==> config.mk <==
export PLATFORM = sky130hd
export DESIGN_NAME = pc_gen
export DESIGN_NICKNAME = d
export VERILOG_FILES = /design/src/rtl/rv_pkg.sv /design/src/rtl/br_taken.sv /design/src/rtl/pc_gen.sv
export SDC_FILE = /design/constraint.sdc
export NUM_CORES = 1
export LEC_CHECK = 0
export ABC_AREA = 1
export ABC_CLOCK_PERIOD_IN_PS = 3750
export BUFFER_PORTS_ARGS = -buffer_cell sky130_fd_sc_hd__buf_2
export CAP_MARGIN = 15
export CORE_MARGIN = 2
export CORE_UTILIZATION = 50
export DETAILED_ROUTE_END_ITERATION = 8
export PLACE_DENSITY_LB_ADDON = 0.25
export SLEW_MARGIN = 5
export SYNTH_ARGS = -nofsm -noshare
export SYNTH_HDL_FRONTEND = slang
export SYNTH_SLANG_ARGS = --single-unit
==> constraint.sdc <==
create_clock -name i_clk -period 3.75 [get_ports i_clk]
set_input_delay 0.75 -clock i_clk [delete_from_list [all_inputs] [get_ports i_clk]]
set_output_delay 0.75 -clock i_clk [all_outputs]
set_load 0.05 [all_outputs]
==> src/rtl/rv_pkg.sv <==
// Shared fetch-side definitions: branch funct3 encodings, fetch FSM states
// and the canonical NOP instruction.
package rv_pkg;

    localparam logic [2:0] F3_BEQ  = 3'b000;
    localparam logic [2:0] F3_BNE  = 3'b001;
    localparam logic [2:0] F3_BLT  = 3'b100;
    localparam logic [2:0] F3_BGE  = 3'b101;
    localparam logic [2:0] F3_BLTU = 3'b110;
    localparam logic [2:0] F3_BGEU = 3'b111;

    typedef enum logic [1:0] {
        FETCH = 2'd0,
        WAIT  = 2'd1,
        HOLD  = 2'd2
    } pc_state_e;

    // addi x0, x0, 0
    localparam logic [31:0] NOP = 32'h0000_0013;

endpackage

==> src/rtl/br_taken.sv <==
// Branch condition decoder: turns funct3 plus the comparator flags into a
// taken/not-taken decision. Undefined branch encodings are never taken.
module br_taken
    import rv_pkg::*;
(
    input  logic [2:0] funct3,
    input  logic       less,
    input  logic       equal,
    output logic       taken
);

    // Select the comparator flag (or its inverse) that the encoding asks for
    always_comb begin
        taken = 1'b0;
        case (funct3)
            F3_BEQ:  taken = equal;
            F3_BNE:  taken = !equal;
            F3_BLT:  taken = less;
            F3_BLTU: taken = less;
            F3_BGE:  taken = !less;
            F3_BGEU: taken = !less;
            default: taken = 1'b0;
        endcase
    end

endmodule

==> src/rtl/pc_gen.sv <==
// Program counter generator: issues one instruction fetch at a time, holds
// the returned instruction until downstream consumes it, then steps to the
// next PC (sequential, branch/jump target, or trap vector when the target
// is not word aligned). Also counts retired instructions.
module pc_gen
    import rv_pkg::*;
#(
    parameter logic [31:0] RESET_PC = 32'h0000_0000,
    parameter logic [31:0] TRAP_VEC = 32'h0000_0100
) (
    input  logic        i_clk,
    input  logic        i_rst,
    output logic        o_imem_req,
    output logic [31:0] o_imem_addr,
    input  logic        i_imem_ready,
    input  logic        i_imem_rvalid,
    input  logic [31:0] i_imem_rdata,
    output logic [31:0] o_instr,
    output logic [31:0] o_pc,
    output logic        o_instr_valid,
    input  logic        i_instr_ready,
    input  logic        i_branch,
    input  logic        i_jump,
    input  logic [2:0]  i_funct3,
    input  logic        i_br_less,
    input  logic        i_br_equal,
    input  logic [31:0] i_target,
    output logic        o_br_un,
    output logic        o_misaligned,
    output logic [31:0] o_instret
);

    pc_state_e   state;
    logic [31:0] pc;
    logic [31:0] pc_next;
    logic [31:0] candidate;
    logic        taken;
    logic        redirect;
    logic        target_misaligned;
    logic        accept;

    br_taken u_br_taken (
        .funct3 (i_funct3),
        .less   (i_br_less),
        .equal  (i_br_equal),
        .taken  (taken)
    );

    // Memory and downstream handshake outputs are decoded from the state
    always_comb begin
        o_imem_req    = (state == FETCH);
        o_imem_addr   = pc;
        o_pc          = pc;
        o_instr_valid = (state == HOLD);
        o_br_un       = i_funct3[1];
        accept        = (state == HOLD) && i_instr_ready;
    end

    // Next PC: jumps always redirect, branches only when taken; bit 0 of the
    // target is dropped and a target not on a word boundary traps instead
    always_comb begin
        redirect          = i_jump | (i_branch & taken);
        candidate         = i_target & ~32'h0000_0001;
        target_misaligned = redirect & candidate[1];
        if (target_misaligned) begin
            pc_next = TRAP_VEC;
        end else if (redirect) begin
            pc_next = candidate;
        end else begin
            pc_next = pc + 32'd4;
        end
    end

    // Fetch FSM plus PC, held instruction, retire counter and trap pulse
    always_ff @(posedge i_clk) begin
        if (i_rst) begin
            state        <= FETCH;
            pc           <= RESET_PC;
            o_instr      <= NOP;
            o_instret    <= 32'd0;
            o_misaligned <= 1'b0;
        end else begin
            o_misaligned <= 1'b0;
            case (state)
                FETCH: begin
                    if (i_imem_ready) begin
                        state <= WAIT;
                    end
                end
                WAIT: begin
                    if (i_imem_rvalid) begin
                        o_instr <= i_imem_rdata;
                        state   <= HOLD;
                    end
                end
                HOLD: begin
                    if (accept) begin
                        pc           <= pc_next;
                        o_instret    <= o_instret + 32'd1;
                        o_misaligned <= target_misaligned;
                        state        <= FETCH;
                    end
                end
                default: begin
                    state <= FETCH;
                end
            endcase
        end
    end

endmodule

==> summary.md <==
* **run status** complete, no violations
* **hold violation count in the final report** 0
* **Worst path depth** 10
* **Die Ht** 109.6 µm
* **part of the power in the clock network** 35.2%
* **worst setup slack after placement** 1.289 ns
* **crit path DAT** 2.37 ns
* **relative area change from synthesis to final layout** 18.73%
* **setup repair after global routing missed its margin** no
* **wire length of the first global-routing pass** 24900 µm
* **clock transition at the registers of the reported paths** 0.11 ns
* **floorplan row count** 38
* **worst setup skew after layout** 0.01106 ns
* **routed wire length per instance** 12.70 µm
* **switching component of the power** 0.6590 mW
* **number of flops mapped to enable cells by yosys** 0
* **Sum Neg Setup Slack** 0 ns
* **Maximum Capacitance Violations** 0
* **Post-CTS Hold Fix Bufs** 0
* **number of buffers and inverters on the critical path** 2
* **area inside the core boundary** 10840 µm²
* **count of input and output buffers** 202
* **part of the Yosys area used for sequential elements** 34.85%
* **measured slew at the worst slew-check pin** 1.014 ns
* **Internal Dissipation** 1.466 mW
* **clock sink count** 97
* **starting density of the core** 51.40%
* **post-route fraction of the period consumed by the critical path** 54.98%
* **maximum number of pins on one net before global-route repair** 54
* **initial antenna violation count** 0
* **sequential share of power** 50.5%
* **leakage power summed over all cells** 3.004 nW
* **portion of total power attributed to combinational logic** 14.3%
* **dpl hpwl** 10860 µm
* **leading cell types in the layout, fill and taps excluded** 253 x sky130_fd_sc_hd__nand2_1, 202 x sky130_fd_sc_hd__buf_2, 166 x sky130_fd_sc_hd__nor2_1
* **Largest delay share family, worst path** compound AO/OA/AOI/OAI gates
* **antenna diode count** 0
* **number of search-and-repair iterations in the first detailed-routing pass** 5
* **Max transition margin** 32.36%
* **number of cells produced by synthesis** 878
* **Hold Path Origin** o_instr[0]$_SDFFE_PP1P_
* **via count** 5961
* **die width** 109.6 µm
* **Slew Limit Fails** 0
* **Max Freq** 0.4850 GHz
* **Final WS setup** 1.688 ns
* **Hold Slack** 0.4654 ns
* **maximum fanout along the worst path** 29
* **clock tree from TritonCTS** yes
* **number of library cell types mapped by synthesis** 36
* **Setup Viol. Count Final** 0
* **number of setup buffers added after CTS** 0
* **kind of critical path** in2reg
* **Max Buffers Root-to-Sink** 2
* **Critical Path Max Stage Delay** 0.59 ns
* **post-synthesis register bit count** 97
* **routed via count divided by cell count** 5.052
* **total chip power** 2.125 mW
* **fraction of layout cells with a size suffix above 1** 23.85%
* **most common library cell in the layout ignoring fill and taps** sky130_fd_sc_hd__nand2_1
* **Post-synth ARST share** 0%
* **type of destination of the critical path** flop
* **vias in the first global route** 5535
* **warning count from the yosys run** 0
* **routed wire length** 14980 µm
* **most used flip-flop cell after synthesis** sky130_fd_sc_hd__dfxtp_1
* **clk root buf** sky130_fd_sc_hd__clkbuf_8
* **total of cells resized after clock tree synthesis** 0
* **GRT Residual Overflow** 0
* **area of the die** 12000 µm²
* **sw frac** 31.01%
* **Worst VDD drop** 0.0003278 V
* **GP Congestion** 0.8953
* **P per Cell Area** 321.2 nW/µm²
* **Synth Area per Inst** 6.346 µm²
* **worst-path cell with the longest stage delay** sky130_fd_sc_hd__a21oi_4
* **number of buffers inserted during clock tree synthesis** 9
* **required time of the critical path** 4.06 ns
* **class of the most critical hold timing path** reg2reg
* **Worst path most repeated cell** sky130_fd_sc_hd__nand2_1
* **launch point of the worst path** i_funct3[0]
* **DRT antenna net count** 0
* **kind of start point of the critical path** primary input
* **total routing usage reported by global routing** 26.05%
* **Worst R2R Start** o_imem_addr[2]$_SDFFE_PP0P_
* **Clock Latency Late Sink** 0.38 ns
* **I/O pin total** 208
* **H-tree depth reported by CTS** 3
* **Final #Nets** 1113
* **worst path cell trace** buf_2, inv_2, nand2_1, nand3_1, nand2_1, nand2_1, nand2_2, a21oi_4, nand3_1, a21oi_1
* **number of design rule violations left after detail routing** 0
* **drt first-iter violations** 325
* **worst reg-to-reg path cell count** 8
* **cell depth of the worst min-delay path** 2
* **Cell Area, Synth** 5572 µm²
* **clock period minus final worst setup slack** 2.062 ns
synth_stat cells (3+ instances only):
cell | number | share of area [%]
sky130_fd_sc_hd__a21oi_1 | 48 | 4.3
sky130_fd_sc_hd__buf_2 | 7 | 0.63
sky130_fd_sc_hd__buf_4 | 36 | 4.9
sky130_fd_sc_hd__buf_6 | 4 | 0.81
sky130_fd_sc_hd__clkbuf_1 | 16 | 1.1
sky130_fd_sc_hd__dfxtp_1 | 97 | 35
sky130_fd_sc_hd__inv_1 | 63 | 4.2
sky130_fd_sc_hd__nand2_1 | 253 | 17
sky130_fd_sc_hd__nand2_2 | 3 | 0.34
sky130_fd_sc_hd__nand3_1 | 47 | 4.2
sky130_fd_sc_hd__nand3_2 | 3 | 0.54
sky130_fd_sc_hd__nand3b_1 | 13 | 1.8
sky130_fd_sc_hd__nand4_1 | 5 | 0.56
sky130_fd_sc_hd__nor2_1 | 166 | 11
sky130_fd_sc_hd__nor2_2 | 4 | 0.45
sky130_fd_sc_hd__nor2_4 | 4 | 0.81
sky130_fd_sc_hd__nor3_1 | 17 | 1.5
sky130_fd_sc_hd__nor3b_1 | 3 | 0.40
sky130_fd_sc_hd__o21ai_0 | 52 | 4.7
sky130_fd_sc_hd__xnor2_1 | 3 | 0.47
sky130_fd_sc_hd__xor2_1 | 13 | 2.0
cell type report:
class                           instances  area, µm²
Inverter                               65      244.0
Fill cell                            1087       4225
Timing Repair Buffer                  207       1049
Sequential cell                        97       1942
Multi-Input combinational cell        655       2988
Tap cell                              140      175.2
Clock buffer                            9      123.9
Clock inverter                          7      93.84
worst register-to-register path, delay by kind of cell, from the launching register on:
kind | cells | cell delay (ns)
compound gates | 1 | 0.15
simple gates | 5 | 0.86
fa+ha+maj | 1 | 0.28
flops | 1 | 0.52
xor+xnor | 1 | 0.17
worst paths after layout:
path / endpoint / slack [ns]
worst min-delay path: o_instr[0]$_SDFFE_PP1P_ / 0.47
worst max-delay path: o_imem_addr[16]$_SDFFE_PP0P_ / 1.69
worst min register to register: o_instr[0]$_SDFFE_PP1P_ / 0.47
worst max register to register: o_imem_addr[16]$_SDFFE_PP0P_ / 1.70
power groups by stage:
stage | sequential, mW | combinational (mW) | clock, mW
2_1_floorplan | 1.18 | 0.138 | 0
3_3_place_gp | 1.10 | 0.303 | 0
3_5_place_dp | 1.10 | 0.304 | 0
4_1_cts | 1.07 | 0.306 | 0.770
5_1_grt | 1.08 | 0.333 | 0.808
6_report | 1.07 | 0.305 | 0.748
cells by family (layout without fill, tap and decap cells):
| family | after synthesis | in the layout | synth area share, % |
|---|---|---|---|
| compound gates | 106 | 106 | 9.926 |
| xor+xnor | 16 | 16 | 2.515 |
| fa+ha+maj | 2 | 2 | 0.4491 |
| buf+inv | 129 | 288 | 11.81 |
| flops | 97 | 97 | 34.85 |
| other cells | 1 | 4 | 0.06731 |
| simple gates | 527 | 527 | 40.38 |
state kept, by name, summed over array words and instances, names as in the netlist:
register / flops
state: 2
o_instret: 32
o_misaligned: 1
o_imem_addr: 30
o_instr: 32
layer usage:
metal  global-route usage (%)  up-vias  wire (µm)
met5                        0        -          0
met4                    9.494        0        405
met3                    6.935       32       1018
met2                    45.59      192       7258
met1                    30.47     2678       6299
li1                         -     3059          -
stage by stage:
step | instance area (µm²) | std cells | utilization, %
floorplan | 5583 | 881 | -
global placement | 6397 | 1164 | 59.01
finish | 6615 | 1180 | 61.02
detailed placement | 6397 | 1164 | 59.01
CTS | 6615 | 1180 | 61.02
global route | 6615 | 1180 | 61.02
Note: power is estimated with default switching activity, not from simulation.
